### src/rtl/shift_seq_arb.sv
// Two-port arbitrated SLL/SRA/ROR shifter, one base-3 stage (x1, x3, x9) per clock.
// Optional macro SHIFT_SEQ_SKIP_EN skips stages whose latched digit is zero.
module shift_seq_arb #(
  parameter int FIXED_PRIO = 0
) (
  input  logic        clk,
  input  logic        rst_n,
  input  logic        req0_valid,
  output logic        req0_ready,
  input  logic [15:0] req0_data,
  input  logic [3:0]  req0_amt,
  input  logic [1:0]  req0_op,
  input  logic        req1_valid,
  output logic        req1_ready,
  input  logic [15:0] req1_data,
  input  logic [3:0]  req1_amt,
  input  logic [1:0]  req1_op,
  output logic        rsp_valid,
  input  logic        rsp_ready,
  output logic [15:0] rsp_data,
  output logic        rsp_id,
  output logic        busy
);

  typedef enum logic [2:0] {StIdle, StS1, StS3, StS9, StDone} state_e;

  state_e      state_q;
  logic [15:0] work_q;
  logic [1:0]  op_q, d1_q, d3_q;
  logic        d9_q, id_q, prio_q;

  logic        grant_any, grant_id;
  logic [15:0] acc_data;
  logic [3:0]  acc_amt, a_rem;
  logic [1:0]  acc_op, a_d3, a_d1, a_m;
  logic        a_d9;
  logic [2:0]  a_nz, q_nz;
  logic [4:0]  stage_amt;
  logic [15:0] work_nx;
  state_e      nxt_idle, nxt_run;

  function automatic logic [15:0] stage_shift(input logic [15:0] v, input logic [1:0] op,
                                              input logic [4:0] n);
    logic [31:0] dbl;
    dbl = {v, v} >> n[3:0];
    if (op[1])      return dbl[15:0];
    else if (op[0]) return 16'($signed(v) >>> n);
    else            return v << n;
  endfunction

  // nz[0..2]: digit for x1/x3/x9 is nonzero (forced true when stages are never skipped)
  function automatic state_e next_of(input state_e from, input logic [2:0] nz);
    state_e nx;
    nx = StDone;
    case (from)
      StIdle:  nx = nz[0] ? StS1 : nz[1] ? StS3 : nz[2] ? StS9 : StDone;
      StS1:    nx = nz[1] ? StS3 : nz[2] ? StS9 : StDone;
      StS3:    nx = nz[2] ? StS9 : StDone;
      default: nx = StDone;
    endcase
    return nx;
  endfunction

  always_comb begin
    grant_any  = req0_valid | req1_valid;
    if (req0_valid && req1_valid) grant_id = (FIXED_PRIO != 0) ? 1'b0 : prio_q;
    else                          grant_id = req1_valid;
    req0_ready = (state_q == StIdle) & grant_any & ~grant_id;
    req1_ready = (state_q == StIdle) & grant_any & grant_id;

    acc_data = grant_id ? req1_data : req0_data;
    acc_amt  = grant_id ? req1_amt  : req0_amt;
    acc_op   = grant_id ? req1_op   : req0_op;

    // amt = 9*d9 + 3*d3 + d1; d1 fits in two bits so the subtraction is done mod 4
    a_d9  = (acc_amt >= 4'd9);
    a_rem = a_d9 ? acc_amt - 4'd9 : acc_amt;
    a_d3  = (a_rem >= 4'd6) ? 2'd2 : (a_rem >= 4'd3) ? 2'd1 : 2'd0;
    a_m   = (a_d3 == 2'd2) ? 2'd2 : (a_d3 == 2'd1) ? 2'd3 : 2'd0;
    a_d1  = a_rem[1:0] - a_m;

`ifdef SHIFT_SEQ_SKIP_EN
    a_nz = {a_d9, a_d3 != 2'd0, a_d1 != 2'd0};
    q_nz = {d9_q, d3_q != 2'd0, d1_q != 2'd0};
`else
    a_nz = 3'b111;
    q_nz = 3'b111;
`endif
    nxt_idle = next_of(StIdle, a_nz);
    nxt_run  = next_of(state_q, q_nz);

    case (state_q)
      StS1:    stage_amt = {3'b000, d1_q};
      StS3:    stage_amt = (d3_q == 2'd2) ? 5'd6 : (d3_q == 2'd1) ? 5'd3 : 5'd0;
      StS9:    stage_amt = d9_q ? 5'd9 : 5'd0;
      default: stage_amt = 5'd0;
    endcase
    work_nx = stage_shift(work_q, op_q, stage_amt);
  end

  assign busy = (state_q != StIdle);

  always_ff @(posedge clk or negedge rst_n) begin
    if (!rst_n) begin
      state_q   <= StIdle;
      work_q    <= '0;
      op_q      <= '0;
      d1_q      <= '0;
      d3_q      <= '0;
      d9_q      <= 1'b0;
      id_q      <= 1'b0;
      prio_q    <= 1'b0;
      rsp_valid <= 1'b0;
      rsp_data  <= '0;
      rsp_id    <= 1'b0;
    end else begin
      case (state_q)
        StIdle: begin
          if (grant_any) begin
            work_q  <= acc_data;
            op_q    <= acc_op;
            d1_q    <= a_d1;
            d3_q    <= a_d3;
            d9_q    <= a_d9;
            id_q    <= grant_id;
            prio_q  <= ~grant_id;
            state_q <= nxt_idle;
            if (nxt_idle == StDone) begin
              rsp_valid <= 1'b1;
              rsp_data  <= acc_data;
              rsp_id    <= grant_id;
            end
          end
        end
        StS1, StS3, StS9: begin
          work_q  <= work_nx;
          state_q <= nxt_run;
          if (nxt_run == StDone) begin
            rsp_valid <= 1'b1;
            rsp_data  <= work_nx;
            rsp_id    <= id_q;
          end
        end
        StDone: begin
          if (rsp_ready) begin
            rsp_valid <= 1'b0;
            state_q   <= StIdle;
          end
        end
        default: state_q <= StIdle;
      endcase
    end
  end

endmodule

### config.mk
export PLATFORM = sky130hd
export DESIGN_NAME = shift_seq_arb
export DESIGN_NICKNAME = d
export VERILOG_FILES = /design/src/rtl/shift_seq_arb.sv
export SDC_FILE = /design/constraint.sdc
export NUM_CORES = 1
export LEC_CHECK = 0
export ABC_AREA = 0
export BUFFER_PORTS_ARGS = -buffer_cell sky130_fd_sc_hd__buf_2
export CORE_MARGIN = 1.5
export CORE_UTILIZATION = 33
export DETAILED_ROUTE_END_ITERATION = 10
export PLACE_DENSITY_LB_ADDON = 0.05
export REMOVE_ABC_BUFFERS = 1
export SLEW_MARGIN = 40
export SYNTH_ARGS = -nofsm -noshare
export SYNTH_HDL_FRONTEND = slang
export SYNTH_SLANG_ARGS = --single-unit
### constraint.sdc
create_clock -name clk -period 4.82 [get_ports clk]
set_input_delay 0.241 -clock clk [delete_from_list [all_inputs] [get_ports clk]]
set_output_delay 0.241 -clock clk [all_outputs]
set_load 0.005 [all_outputs]
==> results.json <==
{
  "die_height_um": 121.4,
  "hold_viol_final": 0,
  "fill_cells": 1526,
  "grt_pass1_vias": 4682,
  "hold_slack_ps": 35.67,
  "clk_latency_ps": 290,
  "slowest_delay_ps": 500,
  "synth_cell_type_count": 88,
  "gr-usage-met3": 0.04934,
  "ios": 70,
  "crit_chain": "or2b_2 > nand2_1 > buf_4 > mux2_2 > inv_1 > ha_1 > inv_1 > or4_1 > a221oi_2 > a21oi_1 > mux4_2 > nor2_1 > ha_1 > xor2_1 > o21ai_1",
  "async_flop_share": 1.000,
  "start_util": 0.3361,
  "avgRoutedWirePerCell_um": 20.65,
  "period_share": 0.7802,
  "gr-usage-met1": 0.3564,
  "drive_gt1_frac": 0.2003,
  "hold_path_class": "input port to asynchronous set/reset pin",
  "setup_viol": 0,
  "fmax_mhz": 265.9,
  "fp-row-count": 43,
  "avgSynthCellArea_sq_um": 7.407,
  "path_clk_slew_ps": 60,
  "ys_ff_latch": 46,
  "clock-skew-final_ps": 6.627,
  "cap_violations": 0,
  "fin_crit_ps": 3761,
  "ctsRootBufferMaster": "clkbuf_16",
  "maxSlewViolCount": 0,
  "cts_resized": 0,
  "netlist_area_sq_mm": 0.004629,
  "num_antenna_cells": 0,
  "drtAntennaViolNets": 0,
  "holdBufCountCts": 0,
  "drt_pass1_iterations": 6,
  "syn-instance-count": 625,
  "ys_warn_count": 0,
  "syn_to_final_growth_pct": 13.49,
  "wl_um": 17330,
  "synth-edff-count": 0,
  "crit_required_ps": 4970,
  "critPathKind": "flop to flop",
  "final_nets": 712,
  "power.total_mw": 4.430,
  "cts_setup_buffers": 0,
  "vias_per_cell": 5.990,
  "grt_most_used_layer": "met1",
  "status": "finished clean",
  "cp_slowest_cell": "or4_1",
  "antenna_found_initial": 0,
  "worstPathArrival_ps": 3910,
  "drc": 0,
  "clkSinkCount": 46,
  "synth_ff_type": "dfrtp_1",
  "p_per_area_mw_per_mm2": 843.2,
  "gp_congestion": 0.9420,
  "path_delay_family": "simple AND/OR/NAND/NOR gates",
  "vdd_drop_max_mv": 0.2473,
  "vias": 5026,
  "grt_overflow": 0,
  "portBuffers": 69,
  "crit_path_end_kind": "flop",
  "max_slew.worst_pin.slew_ps": 857.4,
  "grt_max_degree": 47,
  "h-tree-depth": 2,
  "crit_path_max_fanout": 21,
  "grt_pass1_wl_um": 27190,
  "utilization": 0.3815,
  "startpoint_type": "flop",
  "first_iter_violations": 519,
  "seq_area_frac_synth": 0.2486,
  "die-width_um": 121.4,
  "cts_tree": "done",
  "met2_usage": 0.3372,
  "track_usage": 0.2384,
  "cts_buffers": 5,
  "core-area_sq_mm": 0.01377,
  "worst-path-buf-inv": 3,
  "clockBufferDepth": 2,
  "die_area_sq_mm": 0.01475,
  "dpl.hpwl_um": 12630,
  "slew_headroom": 0.4284,
  "rsz0062_at_grt": "no",
  "p_leak_nw": 2.304
}
[state kept, by name (all words and copies together), names as in the netlist, 2 cells and up]
register / count
d1_q: 2
d3_q: 2
op_q: 2
rsp_data: 16
state_q: 3
work_q: 16
[cell usage after synthesis, types with 3 or more instances]
| cell | number | area (sq um) |
|---|---|---|
| a211oi_1 | 10 | 75.07 |
| a21o_1 | 6 | 45.04 |
| a21oi_1 | 57 | 285.3 |
| a221oi_1 | 7 | 61.31 |
| a22oi_1 | 10 | 75.07 |
| a31oi_1 | 12 | 75.07 |
| and3_1 | 3 | 18.77 |
| buf_2 | 24 | 120.1 |
| clkbuf_1 | 29 | 108.9 |
| dfrtp_1 | 46 | 1151 |
| ha_1 | 5 | 62.56 |
| inv_1 | 14 | 52.55 |
| mux2_2 | 9 | 101.4 |
| mux2i_1 | 33 | 330.3 |
| nand2_1 | 98 | 367.9 |
| nand3_1 | 23 | 115.1 |
| nand4_1 | 4 | 25.02 |
| nand4bb_1 | 3 | 33.78 |
| nor2_1 | 44 | 165.2 |
| nor2_2 | 3 | 18.77 |
| nor3_1 | 21 | 105.1 |
| o2111a_1 | 3 | 33.78 |
| o211ai_1 | 11 | 82.58 |
| o21a_1 | 3 | 22.52 |
| o21ai_0 | 42 | 210.2 |
| o21ai_1 | 12 | 60.06 |
| o22ai_1 | 9 | 56.30 |
| o31ai_1 | 3 | 22.52 |
| or3_1 | 6 | 37.54 |
[final cells by class]
type | count | area, sq um | area share
flip-flops and latches | 46 | 1151 | 0.2191
well taps | 180 | 225.2 | 0.04287
repair buffers | 86 | 473.0 | 0.09002
inverters | 15 | 56.30 | 0.01072
multi-input cells | 504 | 3154 | 0.6004
clock inverters | 3 | 68.82 | 0.01310
clock buffers | 5 | 125.1 | 0.02382
[through the flow]
stage | instances | area (sq um) | TNS [ps] | worst slack [ps]
5_1_grt | 839 | 5254 | 0 | 875.6
6_report | 839 | 5254 | 0 | 1059
4_1_cts | 839 | 5251 | 0 | 1060
2_1_floorplan | 565 | 4342 | -708.4 | -201.1
3_3_place_gp | 831 | 5055 | 0 | 1150
3_5_place_dp | 831 | 5057 | 0 | 1094
[power by group]
group          total (mW)  switching, mW  internal [mW]
Clock               0.453          0.155          0.298
Combinational        2.99           1.87           1.13
Sequential          0.982          0.406          0.576
[worst paths after layout]
path	depth (start not counted)	start	slack [ps]	endpoint
worst max-delay path	15	prio_q	1060	d1_q[1]
worst max register to register	15	prio_q	1060	d1_q[1]
max in group asynchronous	2	rst_n	4340	work_q[14]
min in group clk	3	req0_op[1]	250	op_q[1]
worst min-delay path	2	rst_n	40	rsp_data[8]
worst min register to register	1	id_q	470	id_q
[cells in the final DEF, fill, tap and decap left out, types with 4 or more instances in the layout]
| master | count |
|---|---|
| dfrtp_1 | 46 |
| a21oi_1 | 57 |
| nand3_1 | 23 |
| o21ai_0 | 42 |
| nor3_1 | 21 |
| ha_1 | 5 |
| a211oi_1 | 10 |
| a221oi_1 | 7 |
| nand4_1 | 4 |
| clkbuf_16 | 5 |
| or3_1 | 6 |
| a22oi_1 | 10 |
| buf_2 | 69 |
| buf_4 | 17 |
| o211ai_1 | 11 |
| o22ai_1 | 9 |
| nand2_1 | 97 |
| a21o_1 | 6 |
| nor2_1 | 43 |
| inv_1 | 14 |
| a31oi_1 | 12 |
| nor2_2 | 4 |
| mux2i_1 | 33 |
| o21ai_1 | 12 |
| mux2_2 | 9 |
[routing by layer]
metal	vias up	routed length (um)
met1	2394	8083
met2	232	7293
li1	2377	-
met3	23	1519
met4	0	431
met5	-	0
[cell families after synthesis]
group                      synth area share
adders and majority gates           0.01351
and+or+nand+nor                      0.2370
xor gates and xnor gates           0.005677
muxes                                0.1078
DFF                                  0.2486
buffers and inverters               0.07432
AOI/OAI and AO/OA                    0.3130
(Power assumes the default switching activity.)
